--- config.mk ---
export PLATFORM = sky130hd
export DESIGN_NAME = dac_pwm
export DESIGN_NICKNAME = d
export VERILOG_FILES = /design/src/rtl/dac_pwm.sv
export SDC_FILE = /design/constraint.sdc
export NUM_CORES = 1
export LEC_CHECK = 0
export CORE_AREA = 2 2 58 60
export DETAILED_ROUTE_END_ITERATION = 8
export DIE_AREA = 0 0 60 62
export PLACE_DENSITY = 0.82
export SKIP_LAST_GASP = 1
export SLEW_MARGIN = 20
export SYNTH_ARGS = -nofsm -noshare
export SYNTH_HDL_FRONTEND = slang
export SYNTH_SLANG_ARGS = --single-unit
--- constraint.sdc ---
create_clock -name clk -period 3.6 [get_ports clk]
set_input_delay 0.72 -clock clk [delete_from_list [all_inputs] [get_ports clk]]
set_output_delay 0.72 -clock clk [all_outputs]
set_load 0.02 [all_outputs]
--- src/rtl/dac_pwm.sv ---
// dac_pwm: turns WIDTH-bit samples into a 1-bit PWM stream of period 2^WIDTH.
// Samples come in over a start/ready handshake into a one-entry pending
// buffer and only take effect at a period boundary.
module dac_pwm #(
    parameter int WIDTH = 8,
    parameter bit HOLD  = 1'b1
) (
    input  logic             clk,
    input  logic             rst,
    input  logic             start,
    input  logic [WIDTH-1:0] digital_input,
    output logic             sample_ready,
    output logic             analog_output,
    output logic             period_done,
    output logic             busy,
    output logic             overrun
);

    typedef enum logic {IDLE = 1'b0, RUN = 1'b1} state_t;

    localparam logic [WIDTH-1:0] CNT_MAX = {WIDTH{1'b1}};

    state_t           state_q;
    logic [WIDTH-1:0] cnt_q;
    logic [WIDTH-1:0] active_q;
    logic [WIDTH-1:0] pend_q;
    logic             pend_vld_q;
    logic             out_q;
    logic             busy_q;
    logic             overrun_q;

    logic             accept;
    logic             last;
    logic [WIDTH-1:0] cnt_inc;
    logic [WIDTH-1:0] duty_nxt;

    // Handshake, period-end decode and the duty that applies to the next position.
    always_comb begin
        sample_ready = (state_q == IDLE) || !pend_vld_q;
        accept       = start && sample_ready;
        last         = (state_q == RUN) && (cnt_q == CNT_MAX);
        cnt_inc      = cnt_q + 1'b1;
        duty_nxt     = active_q;
        if (last) begin
            // Pending wins; otherwise a sample accepted on the boundary edge
            // goes straight into active without passing through pending.
            if (pend_vld_q)  duty_nxt = pend_q;
            else if (accept) duty_nxt = digital_input;
        end
    end

    // Control FSM, period counter, sample buffers and registered outputs.
    always_ff @(posedge clk) begin
        if (rst) begin
            state_q    <= IDLE;
            cnt_q      <= '0;
            active_q   <= '0;
            pend_q     <= '0;
            pend_vld_q <= 1'b0;
            out_q      <= 1'b0;
            busy_q     <= 1'b0;
            overrun_q  <= 1'b0;
        end else begin
            if (start && !sample_ready) overrun_q <= 1'b1;
            case (state_q)
                IDLE: begin
                    out_q <= 1'b0;
                    if (accept) begin
                        active_q <= digital_input;
                        cnt_q    <= '0;
                        state_q  <= RUN;
                        busy_q   <= 1'b1;
                        out_q    <= (digital_input != '0);
                    end
                end
                RUN: begin
                    cnt_q <= cnt_inc;
                    out_q <= (cnt_inc < duty_nxt);
                    if (last) begin
                        if (pend_vld_q) begin
                            active_q   <= pend_q;
                            pend_vld_q <= 1'b0;
                        end else if (accept) begin
                            active_q <= digital_input;
                        end else if (!HOLD) begin
                            state_q <= IDLE;
                            busy_q  <= 1'b0;
                            out_q   <= 1'b0;
                            cnt_q   <= '0;
                        end
                    end else if (accept) begin
                        pend_q     <= digital_input;
                        pend_vld_q <= 1'b1;
                    end
                end
                default: state_q <= IDLE;
            endcase
        end
    end

    assign analog_output = out_q;
    assign period_done   = last;
    assign busy          = busy_q;
    assign overrun       = overrun_q;

endmodule

==> results of run 1 <==
==> Yosys cell counts (2+ instances only) <==
| cell type | number | share of area |
|---|---|---|
| a211oi_1 | 16 | 0.072 |
| a21o_1 | 3 | 0.014 |
| a21oi_1 | 11 | 0.033 |
| a21oi_2 | 7 | 0.037 |
| a22o_1 | 7 | 0.037 |
| buf_1 | 3 | 0.0068 |
| clkbuf_1 | 6 | 0.014 |
| dfxtp_1 | 29 | 0.35 |
| ha_1 | 8 | 0.060 |
| mux2i_1 | 10 | 0.060 |
| nand2_1 | 6 | 0.014 |
| nand3_1 | 3 | 0.0090 |
| nand4_1 | 2 | 0.0075 |
| nor2_1 | 27 | 0.061 |
| nor2b_1 | 8 | 0.030 |
| nor3_1 | 3 | 0.0090 |
| nor3b_1 | 2 | 0.0090 |
| nor4_1 | 2 | 0.0075 |
| xnor2_1 | 3 | 0.016 |
| xor2_1 | 3 | 0.016 |
==> worst max-delay path, stage by stage (launching register included) <==
cell and delay, ns:
dfxtp_1 0.44, ha_1 0.35, nand4_4 0.19, or3_4 0.44, o21bai_4 0.25, a21oi_2 0.20, ha_1 0.26, a21oi_1 0.13
nor2_1 0.05, a2111oi_0 0.38, a21oi_1 0.07, a211oi_1 0.19
==> cell families after synthesis <==
kind of cell / synth area share
and+or+nand+nor: 0.227
AOI/OAI and AO/OA: 0.239
DFF: 0.349
buffers and inverters: 0.0248
muxes: 0.0670
adders and majority gates: 0.0602
xor gates and xnor gates: 0.0316
==> per-layer routing <==
metal,vias to the layer above,GRT usage
li1,712,-
met1,684,0.272
met2,49,0.359
met3,16,0.0559
met4,0,0.0794
met5,-,0
==> through the flow <==
stage               setup slack (ns)  utilization
floorplan                      0.891            -
global placement               0.564        0.587
detailed placement             0.382        0.587
CTS                            0.485        0.604
global route                   0.324        0.604
finish                         0.530        0.604
==> sequential cells by signal (all words and copies together), names as in the netlist <==
name / flops
state_q: 1
pend_vld_q: 1
analog_output: 1
busy: 1
overrun: 1
active_q: 8
cnt_q: 8
pend_q: 8
==> path summary, 6_finish.rpt <==
kind	startpoint	to	slack, ns	depth (start not counted)
max	cnt_q[0]	analog_output	0.53	11
max reg2reg	cnt_q[0]	analog_output	0.53	11
min	busy	busy	0.48	2
min reg2reg	busy	busy	0.48	2
==> cell type report <==
type,instances,area [um^2],area share
clock buffer,7,55.1,0.0287
multi-input combinational,142,1040,0.541
timing repair buffer,19,180,0.0938
inverter,2,7.51,0.00391
sequential,29,581,0.302
tap,46,57.6,0.0300
==> report_power, final <==
| group | switching (mW) | internal (mW) |
|---|---|---|
| clock network | 0.112 | 0.0920 |
| registers | 0.0146 | 0.337 |
| logic | 0.0593 | 0.0506 |
| total | 0.185 | 0.479 |
==> parameters.txt, run 1 <==
Parameter                              Value

Status
  Result of the run ... completed

Detailed routing
  Post-detailed-routing wire length ... 3910 um
  Wl on met1 ... 1740 um
  Detailed Route Iter0 Violations ... 76
  Number of nets with antenna violations after detailed routing ... 0
  Per-cell routed wire length ... 16.0 um
  Overall via count from detail_route ... 1461
  DRC violation count after routing ... 0
  Wire length on met3 ... 224 um
  Routed length on met2 ... 1830 um
  Detailed-route vias per instance ... 5.96
  DRT Pass-1 Iters ... 4
  Top metal layer carrying routed signals ... met4

Clock network
  H-tree levels ... 2
  CTS tree ... done
  Hold-fix buffer count after cts ... 0
  Clock sink total ... 29
  Cells resized by post-CTS repair ... 0
  Longest Clk Path Bufs ... 2
  Latest clock arrival within the worst-skew pair ... 0.33 ns
  Buffers inserted by post-CTS timing repair ... 0
  Root cell of the clock tree ... clkbuf_4
  Total CTS buffers ... 5
  Clk pin slew, worst setup/hold paths ... 0.09 ns

Synth
  Sequential-to-total area share from yosys stat ... 0.349
  Mapped Nets ... about 200
  Syn avg cell area ... 9.13 um^2
  Yosys warns ... 0
  Number of flops mapped to enable cells by yosys ... 0
  Area of the mapped netlist ... 0.00166 mm^2
  Flip-flop cell with the highest count after synthesis ... dfxtp_1
  Number of storage elements in the synthesis netlist ... 29
  Number of unique standard cell types used by synthesis ... 43
  Async set-reset flop share out of synthesis ... 0
  Gate count after technology mapping ... 182

Worst setup path
  Worst EP arrival ... between 3 and 4 ns
  Type of element capturing the critical path ... flip-flop
  CP Launch Type ... flip-flop
  Class of the most critical setup path ... reg2reg
  Data required time of the critical path ... 3.83 ns
  Maximum fanout encountered on the critical timing path ... 7

Layout
  Post-route standard cell area excluding fillers ... 0.00192 mm^2
  Most frequent cells in the layout ... 29 x dfxtp_1, 27 x nor2_1, 16 x a211oi_1
  Most common cell after layout, fill and taps aside ... dfxtp_1
  Fraction of final layout cells with drive strength greater than 1 ... 0.141
  Area Growth Syn to Fin ... 15.6%
  Number of antenna cells inserted ... 0
  Layout fillers ... 280
  Nets@finish ... ~220
  Post-route non-filler standard cell count ... 245

Floorplan
  IO Pins ... 16
  Core area ... 0.00318 mm^2
  Area enclosed by the die boundary ... 0.00372 mm^2
  Chip Height ... about 62 um
  Starting utilization of the core area ... 0.523
  Number of rows created at floorplan ... 21
  Width of the die ... ~60 um

STA
  Unrepaired setup endpoints after global routing ... false
  Summed negative setup slack over all endpoints ... 0 ns
  Final critical-path required period ... 3.07 ns
  Top achievable clock speed ... 326 MHz
  Final cycle utilization of the critical path ... 0.853
  Number of setup violations in the final report ... 0
  Final Hold Slack ... between 0.4 and 0.5 ns
  Max-slew headroom at the worst pin ... 0.452
  Final hold violations ... 0
  Actual transition at the worst max-transition pin ... 0.820 ns
  Max-slew violation total from the final report ... 0
  Worst clock skew ... 0.00580 ns

Placement
  Count of input and output buffers ... 15
  Placed inst area ... 0.00187 mm^2
  Post-placement cell count ... 238
  HPWL after detailed placement ... ~2700 um
  Weighted congestion at the end of routability-driven global placement ... 0.822

Hold path
  Min-delay worst type ... reg2reg

Global routing
  Pin count of the biggest net entering global routing ... 23
  Total Routing Usage GR ... 0.216
  Number of global-route vias before repair ... about 1300
  Total grt overflow ... 0
  Initial antenna violation count ... 0
  First-pass GRT wire length ... 5980 um

Run
  Max-cap violation count ... 0

Power and ir drop
  Peak VDD IR ... around 0.25 mV
  Final total power ... 0.665 mW
  Power Dens Cells ... 346 mW/mm^2
  Leakage ... 0.767 nW
Power figures use the tool's default switching activity.
==> run 2, diff against run 1 <==
- RECOVER_POWER: not set -> 25
- SKIP_LAST_GASP: 1 -> not set
==> run 2 against run 1 <==
Cell area is 0.20% lower. Utilization is 0.12 points lower. Sequential share of layout area is 0.059 points higher. Sequential power hardly changed. Cell count stayed put. Critical path type unchanged. Critical endpoint unchanged. Largest power group unchanged. Highest routed layer unchanged.
==> parameters.txt, run 2 (same netlist as run 1, synthesis figures left out) <==
Parameter                              Value

Detailed routing
  Detailed-route vias per instance ... 5.86 (-1.7%)
  Overall via count from detail_route ... 1436 (-1.7%)
  Detailed Route Iter0 Violations ... 79 (+3.9%)
  DRC violation count after routing ... 0 (unchanged)
  Per-cell routed wire length ... 15.9 um (-0.56%)
  DRT Pass-1 Iters ... 4 (unchanged)
  Post-detailed-routing wire length ... 3890 um (-0.56%)
  Number of nets with antenna violations after detailed routing ... 0 (unchanged)

Global routing
  First-pass GRT wire length ... 5980 um (unchanged)
  Initial antenna violation count ... 0 (unchanged)
  Pin count of the biggest net entering global routing ... 23 (unchanged)
  Total Routing Usage GR ... 0.216 (unchanged)
  Number of global-route vias before repair ... 1317 (unchanged)
  Total grt overflow ... 0 (unchanged)

STA
  Worst clock skew ... 0.00464 ns (-0.00116 ns)
  Final cycle utilization of the critical path ... 0.854 (+0.000972)
  Summed negative setup slack over all endpoints ... 0 ns (unchanged)
  Actual transition at the worst max-transition pin ... 0.831 ns (+0.0109 ns)
  Unrepaired setup endpoints after global routing ... false
  Max-slew violation total from the final report ... 0 (unchanged)
  Number of setup violations in the final report ... 0 (unchanged)
  Top achievable clock speed ... 325 MHz (-0.11%)
  Final hold violations ... 0 (unchanged)
  Final Hold Slack ... 0.479 ns (-0.00000800 ns)
  Final critical-path required period ... 3.07 ns (+0.00350 ns)
  Max-slew headroom at the worst pin ... 0.444 (-0.00737)

Power and ir drop
  Peak VDD IR ... 0.246 mV (+0.46%)
  Leakage ... 0.764 nW (-0.40%)
  Power Dens Cells ... 347 mW/mm^2 (+0.25%)

Layout
  Most common cell after layout, fill and taps aside ... dfxtp_1
  Area Growth Syn to Fin ... 15.4%
  Post-route non-filler standard cell count ... 245 (unchanged)
  Fraction of the core area covered by cells at the end of the flow ... 0.603 (-0.00118)
  Nets@finish ... 218 (unchanged)
  Layout fillers ... 282 (+0.71%)
  Number of antenna cells inserted ... 0 (unchanged)
  Top flop regs ... active_q (8), cnt_q (8), pend_q (8)
  Post-route standard cell area excluding fillers ... 0.00192 mm^2 (-0.20%)
  Fraction of final layout cells with drive strength greater than 1 ... 0.136 (-0.00503)
  Most frequent cells in the layout ... 29 x dfxtp_1, 27 x nor2_1, 16 x a211oi_1

Clock network
  Latest clock arrival within the worst-skew pair ... 0.33 ns (about the same)
  Root cell of the clock tree ... clkbuf_4
  Buffers inserted by post-CTS timing repair ... 0 (unchanged)
  CTS tree ... done
  H-tree levels ... 2 (unchanged)
  Clk pin slew, worst setup/hold paths ... 0.09 ns (about the same)
  Total CTS buffers ... 5 (unchanged)
  Cells resized by post-CTS repair ... 0 (unchanged)
  Hold-fix buffer count after cts ... 0 (unchanged)
  Clock sink total ... 29 (unchanged)
  Longest Clk Path Bufs ... 2 (unchanged)

Worst setup path
  CP Launch Type ... flip-flop
  FF-to-FF Start ... cnt_q[0]
  Class of the most critical setup path ... reg2reg
  Count of buffering cells on the critical path with inverters included ... 0 (unchanged)
  List of cells traversed by the critical path ... ha_1 > nand4_4 > or3_4 > o21bai_4 > a21oi_2 > ha_1 > a21oi_1 > nor2_1 > a2111oi_0 > a21oi_1 > a211oi_1
  Worst EP arrival ... 3.32 ns (+0.02 ns)
  Data required time of the critical path ... 3.84 ns (about the same)
  Crit path max-delay cell type ... dfxtp_1
  Instance count on the critical path ... 11 (unchanged)
  Critical path endpoint ... analog_output
  Max stage delay on crit path ... 0.44 ns (about the same)
  Cell family with most CP delay ... compound AO/OA/AOI/OAI gates
  Critical register-to-register path endpoint ... analog_output
  Worst setup path start ... cnt_q[0]
  Setup slack, reg-to-reg ... 0.53 ns (about the same)
  Worst R2R Path Depth ... 11 (unchanged)
  Type of element capturing the critical path ... flip-flop
  Maximum fanout encountered on the critical timing path ... 7 (unchanged)

Placement
  Placed inst area ... 0.00187 mm^2 (unchanged)
  Count of input and output buffers ... 15 (unchanged)
  HPWL after detailed placement ... 2750 um (unchanged)
  Weighted congestion at the end of routability-driven global placement ... 0.822 (unchanged)
  Post-placement cell count ... 238 (unchanged)

Floorplan
  IO Pins ... 16 (unchanged)
  Area enclosed by the die boundary ... 0.00372 mm^2 (unchanged)
  Number of rows created at floorplan ... 21 (unchanged)
  Starting utilization of the core area ... 0.523 (unchanged)
  Chip Height ... 62 um (unchanged)
  Core area ... 0.00318 mm^2 (unchanged)
  Width of the die ... 60 um (unchanged)

Status
  Result of the run ... completed

Hold path
  Min-delay worst type ... reg2reg

Run
  Max-cap violation count ... 0 (unchanged)
[run 2: area by class of cell]
| type | count | area (um^2) | share of cell area |
|---|---|---|---|
| multi-input cells | 142 | 1040 | 0.542 |
| repair buffers | 19 | 176 | 0.0920 |
| inverters | 2 | 7.51 | 0.00392 |
| well taps | 46 | 57.6 | 0.0300 |
| clock buffers | 7 | 55.1 | 0.0287 |
| flip-flops and latches | 29 | 581 | 0.303 |
[run 2: layer usage]
layer / vias to the layer above / routed length (um) / track usage
li1: 712 / - / -
met1: 672 / 1760 / 0.272
met2: 39 / 1850 / 0.359
met3: 13 / 193 / 0.0559
met4: 0 / 92 / 0.0794
met5: - / 0 / 0
[run 2: stage by stage]
step | setup slack (ns) | power, mW
global route | 0.330 | 0.690
detailed placement | 0.382 | 0.466
finish | 0.526 | 0.665
floorplan | 0.891 | 0.424
CTS | 0.485 | 0.669
global placement | 0.564 | 0.461
[run 2: where the power goes]
group	internal, mW	switching (mW)
logic	0.0497	0.0588
clock network	0.0920	0.113
registers	0.337	0.0147
[run 2: worst min path at each step]
stage,from,to,slack (ns),cells after the start
detailed placement,busy,busy,0.47,2
finish,busy,busy,0.48,2
global placement,overrun,overrun,0.46,2
CTS,busy,busy,0.49,2
global route,overrun,overrun,0.53,2
floorplan,pend_q[0],pend_q[0],0.46,2
[run 2: worst register-to-register path, cell delays in order, from the launching register on]
cell and delay, ns:
dfxtp_1 0.44, ha_1 0.35, nand4_4 0.19, or3_4 0.44, o21bai_4 0.25, a21oi_2 0.21
ha_1 0.26, a21oi_1 0.13, nor2_1 0.05, a2111oi_0 0.38, a21oi_1 0.07, a211oi_1 0.19
==> run 3, diff against run 2 <==
- PLACE_DENSITY: 0.82 -> 0.76
==> run 3 against run 2 <==
Count of clock-buffer cells in the layout stayed put. Setup slack better by 0.021 ns. Cell area is 0.39% higher. Critical path depth stayed put. Critical path type unchanged. Largest power group unchanged.
==> parameters.txt, run 3 (same netlist as run 1, synthesis figures left out) <==
Parameter                              Value

Floorplan
  Width of the die ... 60 um (unchanged)
  Starting utilization of the core area ... 0.523 (unchanged)
  Area enclosed by the die boundary ... 0.00372 mm^2 (unchanged)
  Chip Height ... 62 um (unchanged)
  IO Pins ... 16 (unchanged)
  Number of rows created at floorplan ... 21 (unchanged)
  Core area ... 0.00318 mm^2 (unchanged)

Global routing
  Total grt overflow ... 0 (unchanged)
  First-pass GRT wire length ... 6000 um (+0.47%)
  Initial antenna violation count ... 0 (unchanged)
  Number of global-route vias before repair ... 1308 (-0.68%)
  Pin count of the biggest net entering global routing ... 23 (unchanged)
  Total Routing Usage GR ... 0.223 (+0.00719)

Placement
  HPWL after detailed placement ... 2830 um (+3.1%)
  Placed inst area ... 0.00186 mm^2 (-0.40%)
  Weighted congestion at the end of routability-driven global placement ... 0.833 (+1.4%)
  Count of input and output buffers ... 15 (unchanged)
  Dpl ws ... 0.396 ns (+0.0148 ns)

Power and ir drop
  Internal power of the cells ... 0.499 mW (+4.2%)
  Net switching share of the total power ... 0.277 (-0.00373)
  Peak VDD IR ... 0.253 mV (+2.6%)
  Comb pwr share ... 0.155 (-0.008)
  Switching power ... 0.191 mW (+2.3%)
  Power Dens Cells ... 358 mW/mm^2 (+3.3%)
  Proportion of power drawn by the clock network ... 0.335 (+0.027)
  Power share of the sequential group ... 0.510 (-0.018)
  Leakage ... 0.769 nW (+0.64%)

Layout
  Post-route standard cell area excluding fillers ... 0.00192 mm^2 (+0.39%)
  Fraction of final layout cells with drive strength greater than 1 ... 0.141 (+0.00503)
  Number of antenna cells inserted ... 0 (unchanged)
  Most frequent cells in the layout ... 29 x dfxtp_1, 27 x nor2_1, 16 x a211oi_1
  Area Growth Syn to Fin ... 15.8%
  Nets@finish ... 217 (-0.46%)
  Layout fillers ... 274 (-2.8%)
  Top flop regs ... active_q (8), cnt_q (8), pend_q (8)
  Most common cell after layout, fill and taps aside ... dfxtp_1

STA
  Final cycle utilization of the critical path ... 0.848 (-0.00570)
  Number of setup violations in the final report ... 0 (unchanged)
  Top achievable clock speed ... 328 MHz (+0.67%)
  Summed negative setup slack over all endpoints ... 0 ns (unchanged)
  Worst clock skew ... 0.0136 ns (+0.00892 ns)
  Max-slew violation total from the final report ... 0 (unchanged)
  Final critical-path required period ... 3.05 ns (-0.0205 ns)
  Unrepaired setup endpoints after global routing ... false
  Actual transition at the worst max-transition pin ... 0.705 ns (-0.126 ns)
  Final setup slack of the worst path ... 0.547 ns (+0.0205 ns)
  Max-slew headroom at the worst pin ... 0.530 (+0.0858)
  Final hold violations ... 0 (unchanged)

Detailed routing
  Wl on met1 ... 1750 um (-0.40%)
  Post-detailed-routing wire length ... 3830 um (-1.5%)
  Top metal layer carrying routed signals ... met4
  Per-cell routed wire length ... 15.6 um (-1.5%)
  DRT Pass-1 Iters ... 4 (unchanged)
  Detailed-route vias per instance ... 5.88 (+0.35%)
  Number of nets with antenna violations after detailed routing ... 0 (unchanged)
  Wire length on met3 ... 190 um (-1.6%)
  Detailed Route Iter0 Violations ... 83 (+5.1%)
  Routed length on met2 ... 1840 um (-0.43%)
  DRC violation count after routing ... 0 (unchanged)
  Overall via count from detail_route ... 1441 (+0.35%)

Clock network
  Latest clock arrival within the worst-skew pair ... 0.34 ns (about the same)
  Cells resized by post-CTS repair ... 0 (unchanged)
  Buffers inserted by post-CTS timing repair ... 0 (unchanged)
  Hold-fix buffer count after cts ... 0 (unchanged)
  Clock sink total ... 29 (unchanged)
  Clk pin slew, worst setup/hold paths ... 0.09 ns (about the same)
  H-tree levels ... 2 (unchanged)
  CTS tree ... done
  Total CTS buffers ... 5 (unchanged)
  Root cell of the clock tree ... clkbuf_4
  Longest Clk Path Bufs ... 2 (unchanged)

Status
  Result of the run ... completed

Worst setup path
  CP Launch Type ... flip-flop
  Max stage delay on crit path ... 0.45 ns (about the same)
  Crit path max-delay cell type ... dfxtp_1
  Class of the most critical setup path ... reg2reg
  List of cells traversed by the critical path ... ha_1 > nand4_4 > or3_4 > o21bai_4 > a21oi_2 > ha_1 > a21oi_1 > nor2_1 > a2111oi_0 > a21oi_1 > a211oi_1
  Maximum fanout encountered on the critical timing path ... 7 (unchanged)
  Data required time of the critical path ... 3.85 ns (about the same)
  Worst EP arrival ... 3.30 ns (-0.02 ns)
  Type of element capturing the critical path ... flip-flop

Hold path
  Min-delay worst type ... reg2reg

Run
  Max-cap violation count ... 0 (unchanged)
[run 3: changes by cell type in the layout (fill, tap and decap cells not counted)]
cell / previous run / this run
clkbuf_1: 2 / 1
buf_4: 3 / 2
clkinv_2: 0 / 1
clkbuf_8: 1 / 2
[run 3: stage by stage]
| step | power (mW) | hold slack [ns] | instances | util |
|---|---|---|---|---|
| floorplan | 0.424 | 0.463 | 182 | - |
| global placement | 0.460 | 0.454 | 237 | 0.584 |
| CTS | 0.693 | 0.487 | 245 | 0.606 |
| detailed placement | 0.466 | 0.465 | 237 | 0.584 |
| global route | 0.717 | 0.538 | 245 | 0.605 |
| finish | 0.689 | 0.491 | 245 | 0.605 |
[run 3: cell type report]
type | instances | area (um^2) | area share
Timing Repair Buffer | 18 | 169 | 0.0878
Tap cell | 46 | 57.6 | 0.0299
Clock inverter | 1 | 5.00 | 0.00260
Inverter | 2 | 7.51 | 0.00390
Clock buffer | 7 | 65.1 | 0.0338
Sequential cell | 29 | 581 | 0.302
Multi-Input combinational cell | 142 | 1040 | 0.540
[run 3: final timing paths]
path	startpoint	to	slack (ns)	cells after the start
worst min register to register	overrun	overrun	0.49	2
worst min-delay path	overrun	overrun	0.49	2
worst max register to register	cnt_q[0]	analog_output	0.55	11
worst max-delay path	cnt_q[0]	analog_output	0.55	11
[run 3: worst max-delay path: cells and delay by family, from the launching register on]
kind,cells,cell delay [ns]
AO/OA/AOI/OAI,6,1.23
adder cells (fa/ha/maj),2,0.61
flip-flops,1,0.45
AND/OR/NAND/NOR,3,0.67
[run 3: per-layer routing]
| metal | vias to the layer above | GRT usage |
|---|---|---|
| met2 | 30 | 0.357 |
| li1 | 716 | - |
| met1 | 689 | 0.277 |
| met3 | 6 | 0.0766 |
| met5 | - | 0 |
| met4 | 0 | 0.0921 |
[run 3: power groups by stage]
stage	clock network (mW)	registers (mW)	logic, mW
floorplan	0	0.356	0.0682
global placement	0	0.358	0.102
detailed placement	0	0.359	0.107
CTS	0.234	0.352	0.108
global route	0.246	0.354	0.117
finish	0.231	0.352	0.107
